<file path="config.mk">
export PLATFORM = sky130hd
export DESIGN_NAME = scrambler_ctrl_flat
export DESIGN_NICKNAME = d
export VERILOG_FILES = /design/src/rtl/scrambler_ctrl_if.sv /design/src/rtl/scrambler_ctrl.sv /design/src/flat_wrapper.sv
export SDC_FILE = /design/constraint.sdc
export NUM_CORES = 1
export LEC_CHECK = 0
export BUFFER_PORTS_ARGS = -buffer_cell sky130_fd_sc_hd__buf_2
export CORE_UTILIZATION = 30
export CTS_CLUSTER_DIAMETER = 80
export DETAILED_ROUTE_END_ITERATION = 10
export PLACE_DENSITY_LB_ADDON = 0.05
export SYNTH_ARGS = -nofsm -noshare
export SYNTH_HDL_FRONTEND = slang
export SYNTH_SLANG_ARGS = --single-unit
export TNS_END_PERCENT = 1
</file>
<file path="constraint.sdc">
create_clock -name clk -period 2.4 [get_ports clk]
set_input_delay 0.48 -clock clk [delete_from_list [all_inputs] [get_ports clk]]
set_output_delay 0.48 -clock clk [all_outputs]
set_load 0.05 [all_outputs]
</file>
<file path="src/rtl/scrambler_ctrl_if.sv">
// Handshake and scrambler-side signal bundle for scrambler_ctrl.
// slave = controller view, master = environment (byte source, scrambler, bit sink).
interface scrambler_ctrl_if #(
   parameter int LEN_W = 12
);
   logic             start;
   logic [LEN_W-1:0] psdu_len;
   logic [8:0]       ndbps;
   logic [6:0]       seed;
   logic             byte_valid;
   logic             byte_ready;
   logic [7:0]       byte_data;
   logic             scr_load;
   logic [6:0]       scr_seed;
   logic             scr_en;
   logic             scr_din;
   logic             scr_dout;
   logic             bit_valid;
   logic             bit_ready;
   logic             bit_data;
   logic             busy;
   logic             done;

   modport slave (
      input  start, psdu_len, ndbps, seed, byte_valid, byte_data, scr_dout, bit_ready,
      output byte_ready, scr_load, scr_seed, scr_en, scr_din, bit_valid, bit_data, busy, done
   );

   modport master (
      output start, psdu_len, ndbps, seed, byte_valid, byte_data, scr_dout, bit_ready,
      input  byte_ready, scr_load, scr_seed, scr_en, scr_din, bit_valid, bit_data, busy, done
   );
endinterface

</file>
<file path="src/rtl/scrambler_ctrl.sv">
// 802.11 PSDU scrambler framing controller: SERVICE, data, tail and symbol padding.
// Optional SCR_BYPASS_EN adds a bypass input that passes unscrambled bits through.
module scrambler_ctrl #(
   parameter logic [6:0] SEED_DEFAULT = 7'b1011101,
   parameter int         LEN_W        = 12
) (
   input  logic            clk,
   input  logic            rst,
`ifdef SCR_BYPASS_EN
   input  logic            bypass,
`endif
   scrambler_ctrl_if.slave bus
);

   typedef enum logic [2:0] {
      S_IDLE, S_SEED, S_SERVICE, S_DATA, S_TAIL, S_PAD, S_FLUSH
   } state_t;

   state_t           r_state;
   logic [LEN_W-1:0] r_len;
   logic [LEN_W-1:0] r_byte_cnt;
   logic [8:0]       r_ndbps;
   logic [8:0]       r_sym_cnt;
   logic [3:0]       r_ph_cnt;
   logic [7:0]       r_buf;
   logic             r_buf_full;
   logic [2:0]       r_bit_idx;
   logic             r_bit_valid;
   logic             r_bit_data;
   logic             r_scr_load;
   logic [6:0]       r_scr_seed;
   logic             r_busy;
   logic             r_done;

   logic             w_byp;
   logic             w_byp_in;
   logic             w_avail;
   logic             w_src;
   logic             w_load;
   logic             w_cap;
   logic             w_byte_ready;
   logic             w_byte_take;
   logic             w_last_byte;
   logic [8:0]       w_sym_next;

`ifdef SCR_BYPASS_EN
   logic             r_bypass;
   assign w_byp    = r_bypass;
   assign w_byp_in = bypass;
`else
   assign w_byp    = 1'b0;
   assign w_byp_in = 1'b0;
`endif

   always_comb begin
      w_avail = 1'b0;
      w_src   = 1'b0;
      case (r_state)
         S_SERVICE, S_TAIL, S_PAD: w_avail = 1'b1;
         S_DATA: begin
            w_avail = r_buf_full;
            w_src   = r_buf_full & r_buf[r_bit_idx];
         end
         default: ;
      endcase
   end

   // A load both advances the scrambler and refills the output register.
   assign w_load       = w_avail & (~r_bit_valid | bus.bit_ready);
   assign w_cap        = (r_state == S_TAIL) ? 1'b0 : (w_byp ? w_src : bus.scr_dout);
   assign w_byte_ready = (r_state == S_DATA) & ~r_buf_full;
   assign w_byte_take  = w_byte_ready & bus.byte_valid;
   assign w_last_byte  = (r_byte_cnt == r_len - LEN_W'(1));
   assign w_sym_next   = (r_sym_cnt == r_ndbps - 9'd1) ? '0 : r_sym_cnt + 9'd1;

   assign bus.byte_ready = w_byte_ready;
   assign bus.scr_load   = r_scr_load;
   assign bus.scr_seed   = r_scr_seed;
   assign bus.scr_en     = w_load & ~w_byp;
   assign bus.scr_din    = w_src;
   assign bus.bit_valid  = r_bit_valid;
   assign bus.bit_data   = r_bit_data;
   assign bus.busy       = r_busy;
   assign bus.done       = r_done;

   always_ff @(posedge clk or negedge rst) begin
      if (!rst) begin
         r_state     <= S_IDLE;
         r_len       <= '0;
         r_byte_cnt  <= '0;
         r_ndbps     <= '0;
         r_sym_cnt   <= '0;
         r_ph_cnt    <= '0;
         r_buf       <= '0;
         r_buf_full  <= 1'b0;
         r_bit_idx   <= '0;
         r_bit_valid <= 1'b0;
         r_bit_data  <= 1'b0;
         r_scr_load  <= 1'b0;
         r_scr_seed  <= SEED_DEFAULT;
         r_busy      <= 1'b0;
         r_done      <= 1'b0;
`ifdef SCR_BYPASS_EN
         r_bypass    <= 1'b0;
`endif
      end else begin
         r_scr_load <= 1'b0;
         r_done     <= 1'b0;

         if (w_byte_take) begin
            r_buf      <= bus.byte_data;
            r_buf_full <= 1'b1;
         end

         if (w_load) begin
            r_bit_valid <= 1'b1;
            r_bit_data  <= w_cap;
            r_sym_cnt   <= w_sym_next;
         end else if (bus.bit_ready) begin
            r_bit_valid <= 1'b0;
         end

         case (r_state)
            S_IDLE: begin
               // r_done marks the completion cycle, where a new start is refused.
               if (bus.start && !r_done) begin
                  r_len      <= bus.psdu_len;
                  r_ndbps    <= bus.ndbps;
                  r_scr_seed <= (bus.seed == '0) ? SEED_DEFAULT : bus.seed;
                  r_scr_load <= ~w_byp_in;
                  r_busy     <= 1'b1;
                  r_state    <= S_SEED;
`ifdef SCR_BYPASS_EN
                  r_bypass   <= bypass;
`endif
               end
            end
            S_SEED: begin
               r_ph_cnt   <= '0;
               r_sym_cnt  <= '0;
               r_byte_cnt <= '0;
               r_bit_idx  <= '0;
               r_state    <= S_SERVICE;
            end
            S_SERVICE: begin
               if (w_load) begin
                  r_ph_cnt <= r_ph_cnt + 4'd1;
                  if (r_ph_cnt == 4'd15) begin
                     r_ph_cnt <= '0;
                     r_state  <= (r_len == '0) ? S_TAIL : S_DATA;
                  end
               end
            end
            S_DATA: begin
               if (w_load) begin
                  r_bit_idx <= r_bit_idx + 3'd1;
                  if (r_bit_idx == 3'd7) begin
                     r_buf_full <= 1'b0;
                     r_byte_cnt <= r_byte_cnt + LEN_W'(1);
                     if (w_last_byte) r_state <= S_TAIL;
                  end
               end
            end
            S_TAIL: begin
               if (w_load) begin
                  r_ph_cnt <= r_ph_cnt + 4'd1;
                  if (r_ph_cnt == 4'd5) begin
                     r_ph_cnt <= '0;
                     r_state  <= (w_sym_next == '0) ? S_FLUSH : S_PAD;
                  end
               end
            end
            S_PAD: begin
               if (w_load && (w_sym_next == '0)) r_state <= S_FLUSH;
            end
            S_FLUSH: begin
               if (!r_bit_valid || bus.bit_ready) begin
                  r_done  <= 1'b1;
                  r_busy  <= 1'b0;
                  r_state <= S_IDLE;
               end
            end
            default: r_state <= S_IDLE;
         endcase
      end
   end

endmodule
</file>
<file path="src/flat_wrapper.sv">
// flat-port wrapper written by rule: the top's interface ports become plain ports
module scrambler_ctrl_flat 
#(
   parameter logic [6:0] SEED_DEFAULT = 7'b1011101,
   parameter int         LEN_W        = 12
)
  (clk, rst, bus_start, bus_psdu_len, bus_ndbps, bus_seed, bus_byte_valid, bus_byte_data, bus_scr_dout, bus_bit_ready, bus_byte_ready, bus_scr_load, bus_scr_seed, bus_scr_en, bus_scr_din, bus_bit_valid, bus_bit_data, bus_busy, bus_done);
  scrambler_ctrl_if #(.LEN_W(LEN_W)) bus_i ();
  input  logic clk;
  input  logic rst;
  input wire logic [$bits(bus_i.start)-1:0] bus_start;
  input wire logic [$bits(bus_i.psdu_len)-1:0] bus_psdu_len;
  input wire logic [$bits(bus_i.ndbps)-1:0] bus_ndbps;
  input wire logic [$bits(bus_i.seed)-1:0] bus_seed;
  input wire logic [$bits(bus_i.byte_valid)-1:0] bus_byte_valid;
  input wire logic [$bits(bus_i.byte_data)-1:0] bus_byte_data;
  input wire logic [$bits(bus_i.scr_dout)-1:0] bus_scr_dout;
  input wire logic [$bits(bus_i.bit_ready)-1:0] bus_bit_ready;
  output wire logic [$bits(bus_i.byte_ready)-1:0] bus_byte_ready;
  output wire logic [$bits(bus_i.scr_load)-1:0] bus_scr_load;
  output wire logic [$bits(bus_i.scr_seed)-1:0] bus_scr_seed;
  output wire logic [$bits(bus_i.scr_en)-1:0] bus_scr_en;
  output wire logic [$bits(bus_i.scr_din)-1:0] bus_scr_din;
  output wire logic [$bits(bus_i.bit_valid)-1:0] bus_bit_valid;
  output wire logic [$bits(bus_i.bit_data)-1:0] bus_bit_data;
  output wire logic [$bits(bus_i.busy)-1:0] bus_busy;
  output wire logic [$bits(bus_i.done)-1:0] bus_done;
  assign bus_i.start = bus_start;
  assign bus_i.psdu_len = bus_psdu_len;
  assign bus_i.ndbps = bus_ndbps;
  assign bus_i.seed = bus_seed;
  assign bus_i.byte_valid = bus_byte_valid;
  assign bus_i.byte_data = bus_byte_data;
  assign bus_i.scr_dout = bus_scr_dout;
  assign bus_i.bit_ready = bus_bit_ready;
  assign bus_byte_ready = bus_i.byte_ready;
  assign bus_scr_load = bus_i.scr_load;
  assign bus_scr_seed = bus_i.scr_seed;
  assign bus_scr_en = bus_i.scr_en;
  assign bus_scr_din = bus_i.scr_din;
  assign bus_bit_valid = bus_i.bit_valid;
  assign bus_bit_data = bus_i.bit_data;
  assign bus_busy = bus_i.busy;
  assign bus_done = bus_i.done;
  scrambler_ctrl #(.SEED_DEFAULT(SEED_DEFAULT), .LEN_W(LEN_W)) u_core (.clk(clk), .rst(rst), .bus(bus_i));
endmodule
</file>
After elaboration in Yosys (flattened, before gate mapping):

Index checks and enable logic that the tools add are counted.
W data, S select, Z words.

* add/subtract/negate cells: 6
* order comparisons: 1
* equal/unequal tests: 21
* multiplexer cells: 45
* bitwise logic cells: 7
* reductions and logical operators: 21

Operators by type and width (number)
* $mux W3: 12
* $mux W9: 3
* $mux W12: 2
* $pmux W12 S2: 1
* $pmux W3 S7: 1
* $mux W4: 4
* $ne A2 B1 Y1 const B: 8
* $mux W1: 15
* $add A12 B1 Y12 const B: 1
* $eq A12 B12 Y1: 1
* $eq A3 B3 Y1 const B: 4
* $logic_not A12 Y1: 1
* $pmux W4 S3: 1
* $sub A12 B1 Y12 const B: 1
* $reduce_and A10 Y1: 1
* $add A9 B1 Y9 const B: 1
* $eq A9 B9 Y1: 1
* $logic_not A9 Y1: 1
* $reduce_and A3 Y1: 3
* $sub A9 B1 Y9 const B: 1
* $reduce_bool A2 Y1: 4
* $logic_not A7 Y1: 1
* $mux W7: 1
* $eq A3 B2 Y1 const B: 2
* 21 further kinds: 30

* flip-flop bits (word level): 73
* output and inout port bits: 15
* word-level logic and storage cells: 116

Longest topological paths before layout:

* word-level depth: 8
* depth in mapped cells: 9
* gate-level depth less buffers: 9

Least setup slack after synthesis:

OpenSTA, ideal clock, no wires.

* path type: flip-flop to flip-flop
* from: reg u_core.r_bit_valid, in the netlist u_core.bus.bit_valid
* to: reg u_core.r_sym_cnt[2]
* setup time: 95 ps
* data arrival time: 2543 ps
* data required time: 2305 ps
* slack: -239 ps
* cell stages (with the launch flop): 9
* path through: dfrtp_1 -> nor2b_1 -> clkbuf_1 -> or2_2 -> clkbuf_1 -> clkinv_1 -> nor2_1 -> o21ai_0 -> o31ai_1

* cells in the longest elaborated chain, start to end: 4

Ends and longest elaborated chain
* start, declared: RTL line scrambler_ctrl.sv:28 `logic r_bit_valid;`
* start signal, assigned: RTL line scrambler_ctrl.sv:97 `r_bit_valid <= 1'b0;`
* start signal, assigned: RTL line scrambler_ctrl.sv:116 `r_bit_valid <= 1'b1;`
* start signal, assigned: RTL line scrambler_ctrl.sv:120 `r_bit_valid <= 1'b0;`
* $not A1 Y1: RTL line scrambler_ctrl.sv:69 `assign w_load = w_avail & (~r_bit_valid | bus.bit_ready);`
* $or A1 B1 Y1: RTL line scrambler_ctrl.sv:69
* $and A1 B1 Y1: RTL line scrambler_ctrl.sv:69
* via bus_scr_en: RTL line flat_wrapper.sv:22 `output wire logic [$bits(bus_i.scr_en)-1:0] bus_scr_en;`
* $reduce_bool A2 Y1 (no source line)
* end signal, assigned: RTL line scrambler_ctrl.sv:118 `r_sym_cnt <= w_sym_next;`
* end, declared: RTL line scrambler_ctrl.sv:23 `logic [8:0] r_sym_cnt;`

The timed path passes the listed nets, and every way through them passes these cells.
A chain may end at the register's enable or synchronous reset.

Final worst setup path:

* from: reg u_core.r_ndbps[1]
* to: reg u_core.r_state[0]

* cells in the longest elaborated chain, start to end: 8
* elaborated cells on any way between the ends: 11
* those cells by class: add/sub (1); eq/ne (2); mux (5); reduce/logical (3)

Ends and longest elaborated chain
* start, declared: RTL line scrambler_ctrl.sv:22 `logic [8:0] r_ndbps;`
* start signal, assigned: RTL line scrambler_ctrl.sv:128 `r_ndbps <= bus.ndbps;`
* $sub A9 B1 Y9 *: RTL line scrambler_ctrl.sv:74 `assign w_sym_next = (r_sym_cnt == r_ndbps - 9'd1) ? '0 : r_sym_cnt + 9'd1;`
* $eq A9 B9 Y1 *: RTL line scrambler_ctrl.sv:74
* $mux W9 *: RTL line scrambler_ctrl.sv:74
* $logic_not A9 Y1 *: RTL line scrambler_ctrl.sv:169, scrambler_ctrl.sv:174
* $mux W2: RTL line scrambler_ctrl.sv:169 `r_state <= (w_sym_next == '0) ? S_FLUSH : S_PAD;`
* $mux W3: RTL line scrambler_ctrl.sv:167 `if (r_ph_cnt == 4'd5) begin`
* $mux W3: RTL line scrambler_ctrl.sv:165 `if (w_load) begin`
* $pmux W3 S7: RTL line scrambler_ctrl.sv:123 `case (r_state)`
* end signal, assigned: RTL line scrambler_ctrl.sv:150 `r_state <= (r_len == '0) ? S_TAIL : S_DATA;`
* end signal, assigned: RTL line scrambler_ctrl.sv:169
* end, declared: RTL line scrambler_ctrl.sv:19 `state_t r_state;`

Mark *: on every way between the ends. The rest lies on a longest branch, timed or not. The select of a mux whose other input is x is not followed.

==> flow_metrics.py <==
metrics = {
    "synth": {
        "ys_warn_count": 0,
        "synth_area_um2": 4180,
        "ys_types": 64,
        "synthTopCellsByArea": "dfrtp_1, mux2_2, nand2_1, xor2_1, xnor2_1",
        "synth-edff-count": 0,
        "yosys.area.top_type": "dfrtp_1",
        "synth_most_common_cell": "dfrtp_1",
        "async_flop_share": 1.00,
        "ys_ff_latch": 73,
        "seq_area_frac_synth": 0.439,
        "synthFlopType": "dfrtp_1",
        "syn-num-nets": 474,
        "synth_top_cell_area_share": 0.408,
        "synth_common_cells": "dfrtp_1, nand2_1, nor2_1",
        "synth_area_per_cell_um2": 9.85,
        "postSynthCellCount": 424,
    },
    "global_route": {
        "antenna_found_initial": 0,
        "grt.total_usage": 0.161,
        "grt_pass1_vias": 3463,
        "gr-total-overflow": 0,
        "grt_pass1_wl_um": 17900,
        "grt_max_degree": 49,
    },
    "routing": {
        "first_iter_violations": 143,
        "wirelength_um": 10600,
        "drc": 0,
        "routedWlPerCell_um": 14.9,
        "via_count": 3447,
        "first_pass_iters": 4,
        "drtAntennaViolNets": 0,
        "vias_per_cell": 4.87,
    },
    "cts": {
        "cts_root_buf": "clkbuf_16",
        "cts_buffer_depth": 2,
        "worstSkewPairLatency_ns": 0.35,
        "cts_buffers": 9,
        "cts_tree": "yes",
        "path_clk_slew_ns": 0.06,
        "htreeDepth": 3,
        "cts.sinks": 73,
    },
    "worst_setup_path": {
        "worst_ep_arrival_time_ns": 2.71,
        "max_stage_delay_ns": 0.50,
        "setup.worst_path.start_class": "flop",
        "rrSetupSlack_ns": -0.09,
        "rr_endpoint": "u_core.r_state[0]",
        "r2r.worst_path.cells": 10,
        "crit_buf_inv": 2,
        "worstSetupEndpoint": "u_core.r_state[0]",
        "startpoint": "u_core.r_ndbps[1]",
        "path_cells": "inv_2 > ha_4 > nor3b_4 > and2_1 > o211ai_1 > nor4_2 > buf_4 > nand3_2 > and4_1 > or4_1",
        "required_ns": 2.62,
        "reg2reg_from": "u_core.r_ndbps[1]",
        "cp_top_family": "simple AND/OR/NAND/NOR gates",
        "crit_path_max_fanout": 3,
        "endpoint_kind": "flop",
        "critPathSlowestCell": "or4_1",
        "cp.depth": 10,
        "crit_type": "reg -> reg",
    },
    "sta": {
        "tightest_slew_ns": 0.637,
        "period_share": 1.04,
        "hold_viol_final": 0,
        "fin_worst_skew_ns": 0.00575,
        "max_slew_margin": 0.574,
        "rsz0062_at_grt": "true",
        "slew_viol_final": 0,
        "setup_viol": 2,
        "fin_crit_ns": 2.49,
        "setup_slack_ns": -0.0902,
        "max_freq_mhz": 402,
        "setup_tns_ns": -0.109,
    },
    "finish": {
        "drive_above_1_share": 0.361,
        "design_area_um2": 5440,
        "nFillCells": 1367,
        "diodes": 0,
        "area_growth_pct": 30.4,
        "final_nets": 577,
    },
    "pwr": {
        "power_frac_seq": 0.302,
        "p_per_area_nw_per_um2": 1250,
        "sw_frac_of_total": 0.397,
        "p_int_mw": 4.11,
        "p_leak_nw": 2.43,
        "peakVddDrop_mv": 0.507,
        "switchingPower_mw": 2.71,
        "combPwrFrac": 0.485,
        "clkPwrFrac": 0.214,
    },
    "floorplanning": {
        "ios": 57,
        "core-area_um2": 13400,
        "dieHeight_um": 120,
        "die-area_um2": 14400,
        "num_rows": 42,
        "die_w_um": 120,
        "start_util": 0.312,
    },
    "place": {
        "place.gp.congestion": 0.817,
        "placed_area_um2": 5010,
        "port_buffers": 56,
        "post-dp-hpwl_um": 7850,
    },
    "flow_run": {
        "cap_violations": 0,
    },
    "outcome": {
        "status": "finished with violations",
        "violations": "negative setup slack",
    },
    "min_path": {
        "hold_path.class": "in -> async",
    },
}
## sequential cells by signal (all words and copies together), names as in the netlist
register              cells
u_core.bus.bit_valid      1
u_core.bus.bit_data       1
u_core.bus.scr_load       1
u_core.r_ndbps            9
u_core.r_ph_cnt           4
u_core.bus.busy           1
u_core.bus.done           1
u_core.r_buf              8
u_core.r_len             12
u_core.r_sym_cnt          9
u_core.r_bit_idx          3
u_core.r_buf_full         1
u_core.bus.scr_seed       7
u_core.r_state            3
u_core.r_byte_cnt        12
## worst min-delay path by stage
stage | from | end | slack [ns]
final | rst | u_core.r_ndbps[6] | 0.05
after global routing | rst | u_core.r_ndbps[6] | 0.06
after CTS | rst | u_core.bus.scr_seed[1] | 0.05
after detailed placement | rst | u_core.bus.scr_seed[1] | 0.44
after global placement | rst | u_core.bus.scr_seed[1] | 0.43
after floorplan | rst | u_core.bus.bit_data | 0.18
## worst register-to-register path: cells and delay by family, from the launching register on
| family | cells | cell delay (ns) |
|---|---|---|
| buf+inv | 2 | 0.25 |
| fa+ha+maj | 1 | 0.13 |
| flops | 1 | 0.38 |
| compound gates | 1 | 0.14 |
| simple gates | 6 | 1.46 |
## layout make-up
class                           count  area (um^2)  area share
Sequential cell                    73         1830       0.337
Multi-Input combinational cell    323         2310       0.424
Timing Repair Buffer              110          721       0.132
Clock buffer                        9          225      0.0414
Inverter                           10         38.8     0.00713
Tap cell                          176          220      0.0405
Clock inverter                      7         95.1      0.0175
## per-stage QoR
stage,std cells,worst slack (ns),power [mW],utilization,hold slack (ns)
finish,708,-0.0902,6.83,0.406,0.0470
global route,708,-0.259,7.34,0.406,0.0633
CTS,705,-0.0984,6.78,0.399,0.0523
detailed placement,688,-0.182,5.27,0.374,0.437
global placement,688,-0.145,5.25,0.374,0.429
floorplan,424,-0.150,4.12,-,0.184
## power by group through the flow
stage,Clock (mW),Sequential (mW),Combinational (mW)
after detailed placement,0,2.07,3.21
after CTS,1.51,2.05,3.22
final,1.46,2.06,3.31
after global routing,1.55,2.13,3.66
after global placement,0,2.06,3.19
after floorplan,0,2.34,1.78
## what timing repair did
action / in CTS / in global routing
resized for setup: 2 / 19
gates cloned: 0 / 0
pin swaps: 2 / 10
setup buffers: 1 / 3
hold buffers: 0 / 0
setup endpoints to repair: 3 / 10
## per-layer routing
layer	global-route usage	up-vias	share of wire	wire, um
met1	0.205	1672	0.46	4900
met4	0.0555	0	0.014	145
met3	0.0437	11	0.032	337
li1	-	1732	-	-
met2	0.263	32	0.49	5200
met5	0	-	0	0
## logic make-up after synthesis
group | count (synthesis) | synth area share
compound gates | 77 | 0.126
xor+xnor | 35 | 0.0734
fa+ha+maj | 8 | 0.0240
buf+inv | 28 | 0.0279
flops | 73 | 0.439
mux | 34 | 0.0959
simple gates | 169 | 0.214
## layout by cell type, fill, tap and decap left out, types with 12 or more instances in the layout
cell     netlist  final
nor2_1        34     34
o21ai_0       27     24
nand2_1       43     42
mux2_2        28     27
buf_2          3     55
xor2_1        18     18
dfrtp_1       68     68
nor3_1        12     12
nand3_1       23     22
buf_4          0     51
xnor2_1       17     15
Note: power is estimated with default switching activity, not from simulation.
